==> config.mk <==
export PLATFORM = sky130hd
export DESIGN_NAME = interp_feed_ctrl
export DESIGN_NICKNAME = d
export VERILOG_FILES = /design/src/rtl/interp_pkg.sv /design/src/rtl/interp_phase_cnt.sv /design/src/rtl/interp_feed_ctrl.sv
export SDC_FILE = /design/constraint.sdc
export NUM_CORES = 1
export LEC_CHECK = 0
export CAP_MARGIN = 40
export CELL_PAD_IN_SITES_DETAIL_PLACEMENT = 1
export CELL_PAD_IN_SITES_GLOBAL_PLACEMENT = 1
export CORE_MARGIN = 1.5
export CORE_UTILIZATION = 33
export CTS_CLUSTER_SIZE = 40
export DETAILED_ROUTE_END_ITERATION = 7
export PLACE_DENSITY_LB_ADDON = 0.3
export SETUP_SLACK_MARGIN = 0.3
export SLEW_MARGIN = 20
export SYNTH_ARGS = -nofsm -noshare
export SYNTH_HDL_FRONTEND = slang
export SYNTH_SLANG_ARGS = --single-unit
==> constraint.sdc <==
create_clock -name clk -period 1.8 [get_ports clk]
set_input_delay 0.36 -clock clk [delete_from_list [all_inputs] [get_ports clk]]
set_output_delay 0.36 -clock clk [all_outputs]
set_load 0.05 [all_outputs]
==> src/rtl/interp_pkg.sv <==
// Shared definitions for the interpolation feed sequencer: state encoding,
// parameter defaults and the phase at which a new sample is fetched.
package interp_pkg;

  localparam int SAMPLE_RATE_DEF = 4;
  localparam int DATAWIDTH_DEF   = 14;
  localparam int UCNT_W_DEF      = 8;

  // Encoding 2'd3 is unused and falls back to IDLE
  typedef enum logic [1:0] {
    ST_IDLE  = 2'd0,
    ST_PRIME = 2'd1,
    ST_RUN   = 2'd2
  } state_e;

  // Read is issued three clocks before the segment ends:
  // one clock of FIFO latency, one to register, one to present
  function automatic int phase_fetch(input int n);
    return n - 3;
  endfunction

endpackage

==> src/rtl/interp_phase_cnt.sv <==
// Wrapping segment phase counter, 0..2^SAMPLE_RATE-1, with decodes for the
// fetch phase and the last phase of a segment.
module interp_phase_cnt
  import interp_pkg::*;
#(
  parameter int SAMPLE_RATE = SAMPLE_RATE_DEF
) (
  input  logic                   clk,
  input  logic                   rst,
  input  logic                   clr_i,
  input  logic                   inc_i,
  output logic [SAMPLE_RATE-1:0] phase_o,
  output logic                   phase_at_fetch_o,
  output logic                   phase_at_last_o
);

  localparam int N = 1 << SAMPLE_RATE;
  localparam logic [SAMPLE_RATE-1:0] PHASE_FETCH = SAMPLE_RATE'(phase_fetch(N));
  localparam logic [SAMPLE_RATE-1:0] PHASE_LAST  = SAMPLE_RATE'(N - 1);

  logic [SAMPLE_RATE-1:0] phase_q, phase_d;

  // Next phase: clear has priority, increment wraps naturally at N-1
  always_comb begin
    phase_d = phase_q;
    if (clr_i) begin
      phase_d = '0;
    end else if (inc_i) begin
      phase_d = phase_q + 1'b1;
    end
  end

  // Phase register
  always_ff @(posedge clk or posedge rst) begin
    if (rst) begin
      phase_q <= '0;
    end else begin
      phase_q <= phase_d;
    end
  end

  assign phase_o          = phase_q;
  assign phase_at_fetch_o = (phase_q == PHASE_FETCH);
  assign phase_at_last_o  = (phase_q == PHASE_LAST);

endmodule

==> src/rtl/interp_feed_ctrl.sv <==
// Feed sequencer for the linear-interpolation upsampler. Primes two samples
// from the FIFO, then fetches one sample per segment, drives the segment
// phase and tracks underruns. Owns all FIFO read timing.
module interp_feed_ctrl
  import interp_pkg::*;
#(
  parameter int SAMPLE_RATE = SAMPLE_RATE_DEF,
  parameter int DATAWIDTH   = DATAWIDTH_DEF,
  parameter int UCNT_W      = UCNT_W_DEF
) (
  input  logic                   clk,
  input  logic                   rst,
  input  logic                   enable_i,
  input  logic                   fifo_half_i,
  input  logic                   fifo_empty_i,
  input  logic [DATAWIDTH-1:0]   fifo_dout_i,
  input  logic                   underrun_clr_i,
  output logic                   fifo_rd_en_o,
  output logic                   smp_load_o,
  output logic [DATAWIDTH-1:0]   smp_data_o,
  output logic [SAMPLE_RATE-1:0] phase_o,
  output logic                   phase_valid_o,
  output logic                   underrun_o,
  output logic [UCNT_W-1:0]      underrun_cnt_o
);

  // Returned fetch data is registered one phase before the segment ends
  localparam logic [SAMPLE_RATE-1:0] PHASE_CAPTURE = SAMPLE_RATE'((1 << SAMPLE_RATE) - 2);

  state_e state_q, state_d;

  logic [1:0]           rd_cnt_q, rd_cnt_d;
  logic [1:0]           ld_cnt_q, ld_cnt_d;
  logic                 rd_pend_q;
  logic                 smp_load_q;
  logic [DATAWIDTH-1:0] smp_data_q;
  logic                 underrun_q, underrun_d;
  logic [UCNT_W-1:0]    ucnt_q, ucnt_d;

  logic [SAMPLE_RATE-1:0] phase;
  logic                   phase_at_fetch;
  logic                   phase_at_last;
  logic                   rd_en;
  logic                   prime_capture;
  logic                   run_capture;
  logic                   new_underrun;

  interp_phase_cnt #(
    .SAMPLE_RATE(SAMPLE_RATE)
  ) u_phase_cnt (
    .clk             (clk),
    .rst             (rst),
    .clr_i           (state_q != ST_RUN),
    .inc_i           (state_q == ST_RUN),
    .phase_o         (phase),
    .phase_at_fetch_o(phase_at_fetch),
    .phase_at_last_o (phase_at_last)
  );

  // Priming data is only kept while enable holds; a drop discards in-flight reads
  assign prime_capture = (state_q == ST_PRIME) && enable_i && rd_pend_q;
  // In RUN a load fires every segment, even when the fetch underran
  assign run_capture   = (state_q == ST_RUN) && (phase == PHASE_CAPTURE);
  assign new_underrun  = (state_q == ST_RUN) && phase_at_fetch && fifo_empty_i;

  // State register
  always_ff @(posedge clk or posedge rst) begin
    if (rst) begin
      state_q <= ST_IDLE;
    end else begin
      state_q <= state_d;
    end
  end

  // Next-state: stop in RUN waits for the segment boundary, PRIME aborts at once
  always_comb begin
    state_d = state_q;
    case (state_q)
      ST_IDLE: begin
        if (enable_i && fifo_half_i) state_d = ST_PRIME;
      end
      ST_PRIME: begin
        if (!enable_i) begin
          state_d = ST_IDLE;
        end else if (ld_cnt_q == 2'd2) begin
          state_d = ST_RUN;
        end
      end
      ST_RUN: begin
        if (phase_at_last && !enable_i) state_d = ST_IDLE;
      end
      default: state_d = ST_IDLE;
    endcase
  end

  // Outputs from state: read strobe is always gated by FIFO empty
  always_comb begin
    rd_en         = 1'b0;
    phase_valid_o = 1'b0;
    case (state_q)
      ST_PRIME: begin
        rd_en = enable_i && (rd_cnt_q != 2'd2) && !fifo_empty_i;
      end
      ST_RUN: begin
        rd_en         = phase_at_fetch && !fifo_empty_i;
        phase_valid_o = 1'b1;
      end
      default: begin
        rd_en         = 1'b0;
        phase_valid_o = 1'b0;
      end
    endcase
  end

  // Priming read/load counters, held at zero outside PRIME
  always_comb begin
    rd_cnt_d = '0;
    ld_cnt_d = '0;
    if (state_q == ST_PRIME) begin
      rd_cnt_d = rd_cnt_q + {1'b0, rd_en};
      ld_cnt_d = ld_cnt_q + {1'b0, prime_capture};
    end
  end

  // Sample pipeline: read pending flag, registered sample and load strobe
  always_ff @(posedge clk or posedge rst) begin
    if (rst) begin
      rd_cnt_q   <= '0;
      ld_cnt_q   <= '0;
      rd_pend_q  <= 1'b0;
      smp_load_q <= 1'b0;
      smp_data_q <= '0;
    end else begin
      rd_cnt_q   <= rd_cnt_d;
      ld_cnt_q   <= ld_cnt_d;
      rd_pend_q  <= rd_en;
      smp_load_q <= prime_capture || run_capture;
      if ((prime_capture || run_capture) && rd_pend_q) begin
        smp_data_q <= fifo_dout_i;
      end
    end
  end

  // Underrun stats: clear first so a coincident underrun still counts as one
  always_comb begin
    underrun_d = underrun_q;
    ucnt_d     = ucnt_q;
    if (underrun_clr_i) begin
      underrun_d = 1'b0;
      ucnt_d     = '0;
    end
    if (new_underrun) begin
      underrun_d = 1'b1;
      if (ucnt_d != '1) ucnt_d = ucnt_d + 1'b1;
    end
  end

  // Underrun registers
  always_ff @(posedge clk or posedge rst) begin
    if (rst) begin
      underrun_q <= 1'b0;
      ucnt_q     <= '0;
    end else begin
      underrun_q <= underrun_d;
      ucnt_q     <= ucnt_d;
    end
  end

  assign fifo_rd_en_o   = rd_en;
  assign smp_load_o     = smp_load_q;
  assign smp_data_o     = smp_data_q;
  assign phase_o        = phase;
  assign underrun_o     = underrun_q;
  assign underrun_cnt_o = ucnt_q;

endmodule

==> summary.md <==
| Metric | Value |
|---|---|
| Synthesized area | `1690 µm²` |
| Met2 usage | `31.4%` |
| Commonest non-fill, non-tap cell in the layout | `buf_4` |
| Final worst setup slack | `-0.227 ns` |
| Cts hold-fix bufs | `0` |
| Peak Freq | `between 0.4 and 0.5 GHz` |
| Detailed Routing Iterations Pass 1 | `4` |
| Core area | `about 4800 µm²` |
| Unique masters post-synth | `37` |
| Final setup vio count | `26` |
| Post-route clock period utilization | `113%` |
| Clk Latency, worst-skew pair | `between 0.2 and 0.3 ns` |
| N_diodes | `0` |
| GRT Overall Usage | `between 10% and 20%` |
| Placer Congestion | `roughly 0.81` |
| R2R cell count | `10` |
| Initial antenna violation count | `0` |
| Largest net degree at the start of global routing | `36` |
| Mux cell area share after synthesis | `~12%` |
| DR iter-0 viols | `slightly below 60` |
| Via density | `~4.8` |
| Setup crit end kind | `output pin` |
| H-tree levels | `2` |
| Failing checks | `setup timing` |
| I/O Pins | `50` |
| Total gr overflow | `0` |
| CTS root buf | `clkbuf_8` |
| Fillers | `~530` |
| Final setup skew | `0.00831 ns` |
| Die area | `between 5000 and 6000 µm²` |
| Ys Warns | `0` |
| # rows | `25` |
| Status | `finished, violations left` |
| CTS Sinks | `35` |
| Minimum clock period | `about 2 ns` |
| Clock slew at reported path FFs | `approximately 0.07 ns` |
| Die Span Y | `74.5 µm` |
| Number of CTS-inserted buffers | `5` |
| Post-Synth Adder-Cell Area | `6.67%` |
| Met3 GRT Util | `6.10%` |
| Layout cells sized above 1 | `around 56%` |
| DP HPWL | `3080 µm` |
| Max Cap Violations | `0` |
| Synth-to-Final Area Change | `67.9%` |
| Power Density | `~700 nW/µm²` |
| Synth Area in Compound Gates | `around 8%` |
| Bufs on Longest Clock Path | `2` |
| Most used DFF post-synth | `dfrtp_1` |
| Synth Instances | `136` |
| Async SR Flop Fraction | `100%` |
| # DRC | `0` |
| Pleak | `between 1 and 1.5 nW` |
| Worst VDD drop | `just under 400 µV` |
| Commonest cells after routing, fill and taps aside | `buf_4 (58), dfrtp_1 (29), clkdlybuf4s50_1 (18), mux2_4 (15), buf_6 (9)` |
| WP data arrival | `1.67 ns` |
| Synth Area in XOR/XNOR | `under 10%` |
| Critical path fanouts, max | `5` |
| Post-Place Worst Slack | `-0.456 ns` |
| Largest family of logic cells by synthesized area | `simple AND/OR/NAND/NOR gates` |
| Startpoint Class | `register` |
| Post-route insts no fill | `slightly below 300` |
| Starting Density | `35.0%` |
| Final ANT Viol Nets | `0` |
| Die W | `between 70 and 80 µm` |
| Grt met1 use | `about 20%` |
| Rel. slew slack | `70.0%` |
| Hold_ws | `about 0.48 ns` |
| Nets | `between 200 and 300` |
| IO buf count | `49` |
| Number of synthesized flops with an enable pin | `0` |
| Final slew viol count | `0` |
| TritonCTS clock tree | `yes` |
| Final WL | `around 5000 µm` |
| Endpoints failing hold | `0` |
| Syn Nets | `about 170` |
| Vias after detailed routing | `1435` |
| First-pass GRT wire length | `slightly above 7000 µm` |
| Mean Syn Cell Area | `12.4 µm²` |
| Register area share after synthesis | `roughly half` |
| Vias in the first global route | `1498` |
| Hold Crit Class | `primary input to asynchronous set/reset pin` |
| RSZ-0062 raised after global routing | `true` |
| Worst-Margin Slew | `0.451 ns` |
| DR WL/cell | `17.0 µm` |
| Req. time, crit path | `~1.4 ns` |
| GR peak layer | `met2` |
| Placed Instances | `between 200 and 300` |
| Post-synthesis simple-gate area fraction | `14.8%` |
| Synth Register Bits | `35` |
| Critical path type | `register to output pin` |
[layout make-up]
cell class | instances | area (µm²) | area share [%]
clock inverters | 3 | 15.0 | 0.530
flip-flops and latches | 35 | 883 | 31.2
multi-input cells | 88 | 931 | 32.8
well taps | 67 | 83.8 | 2.96
clock buffers | 5 | 68.8 | 2.43
repair buffers | 90 | 816 | 28.8
inverters | 9 | 36.3 | 1.28
[report_power, final]
part	switching [mW]	leakage [nW]	internal [mW]
clock	0.283	0.0477	0.265
sequential	0.0238	0.477	0.826
combinational	0.292	0.837	0.299
total	0.599	1.36	1.39
[registers in the layout, indices dropped and copies added, names as in the netlist]
register             count
u_phase_cnt.phase_o      4
smp_data_o              14
ld_cnt_q                 2
underrun_cnt_o           8
state_q                  2
underrun_o               1
rd_pend_q                1
smp_load_o               1
rd_cnt_q                 2
[Yosys cell counts, drive strengths merged, types with 2 or more instances]
master | instances | area share, %
xor2 | 2 | 1.0
dfrtp | 35 | 52
and2 | 7 | 2.6
xnor2 | 3 | 1.6
inv | 9 | 2.0
a211oi | 2 | 0.89
nand4 | 2 | 0.74
ha | 9 | 6.7
nor2b | 7 | 2.6
nand3 | 3 | 0.89
nor2 | 3 | 0.67
nand2 | 2 | 0.44
a21oi | 6 | 1.8
and4 | 4 | 2.1
mux2 | 15 | 12
and3 | 5 | 2.1
nor3b | 2 | 0.89
buf | 3 | 1.6
nor3 | 2 | 0.59
[critical path: stages, from the launching register on]
cell	delay, ns
dfrtp_1	0.39
inv_2	0.09
ha_4	0.18
and4_4	0.25
a21oi_4	0.05
nor3b_4	0.24
buf_12	0.17
[worst paths after layout]
kind / slack (ns) / start / endpoint
max in group asynchronous: 0.96 / rst / u_phase_cnt.phase_o[3]
max: -0.23 / state_q[0] / fifo_rd_en_o
min reg2reg: 0.51 / smp_data_o[10] / smp_data_o[10]
min in group clk: 0.51 / smp_data_o[10] / smp_data_o[10]
min: 0.48 / rst / smp_data_o[9]
max reg2reg: -0.22 / state_q[0] / underrun_cnt_o[1]
[timing repair]
item / CTS / global route
pin swaps: 6 / 11
gates resized for setup: 20 / 19
setup buffers: 16 / 8
gates cloned: 1 / 0
endpoints found under the setup margin: 30 / 32
[logic make-up (layout without fill, tap and decap cells)]
group / after synthesis / after routing
simple gates: 40 / 40
flops: 35 / 35
compound gates: 19 / 19
mux: 15 / 15
buf+inv: 13 / 107
fa+ha+maj: 9 / 9
xor+xnor: 5 / 5
[layer usage]
metal	vias up	routed length, µm	share of wire [%]
li1	667	-	-
met1	722	2100	42
met2	42	2610	52
met3	4	296	5.9
met4	0	35	0.69
met5	-	0	0
[through the flow]
| step | power, mW | setup TNS [ns] | cell area (µm²) | util (%) |
|---|---|---|---|---|
| floorplan | 1.11 | -1.68 | 1770 | - |
| global placement | 1.26 | -4.20 | 2390 | 49.6 |
| detailed placement | 1.28 | -5.23 | 2390 | 49.6 |
| CTS | 1.90 | -1.13 | 2700 | 56.1 |
| global route | 2.09 | -4.03 | 2830 | 58.8 |
| finish | 1.99 | -2.41 | 2830 | 58.8 |
Note: power is estimated with default switching activity, not from simulation.
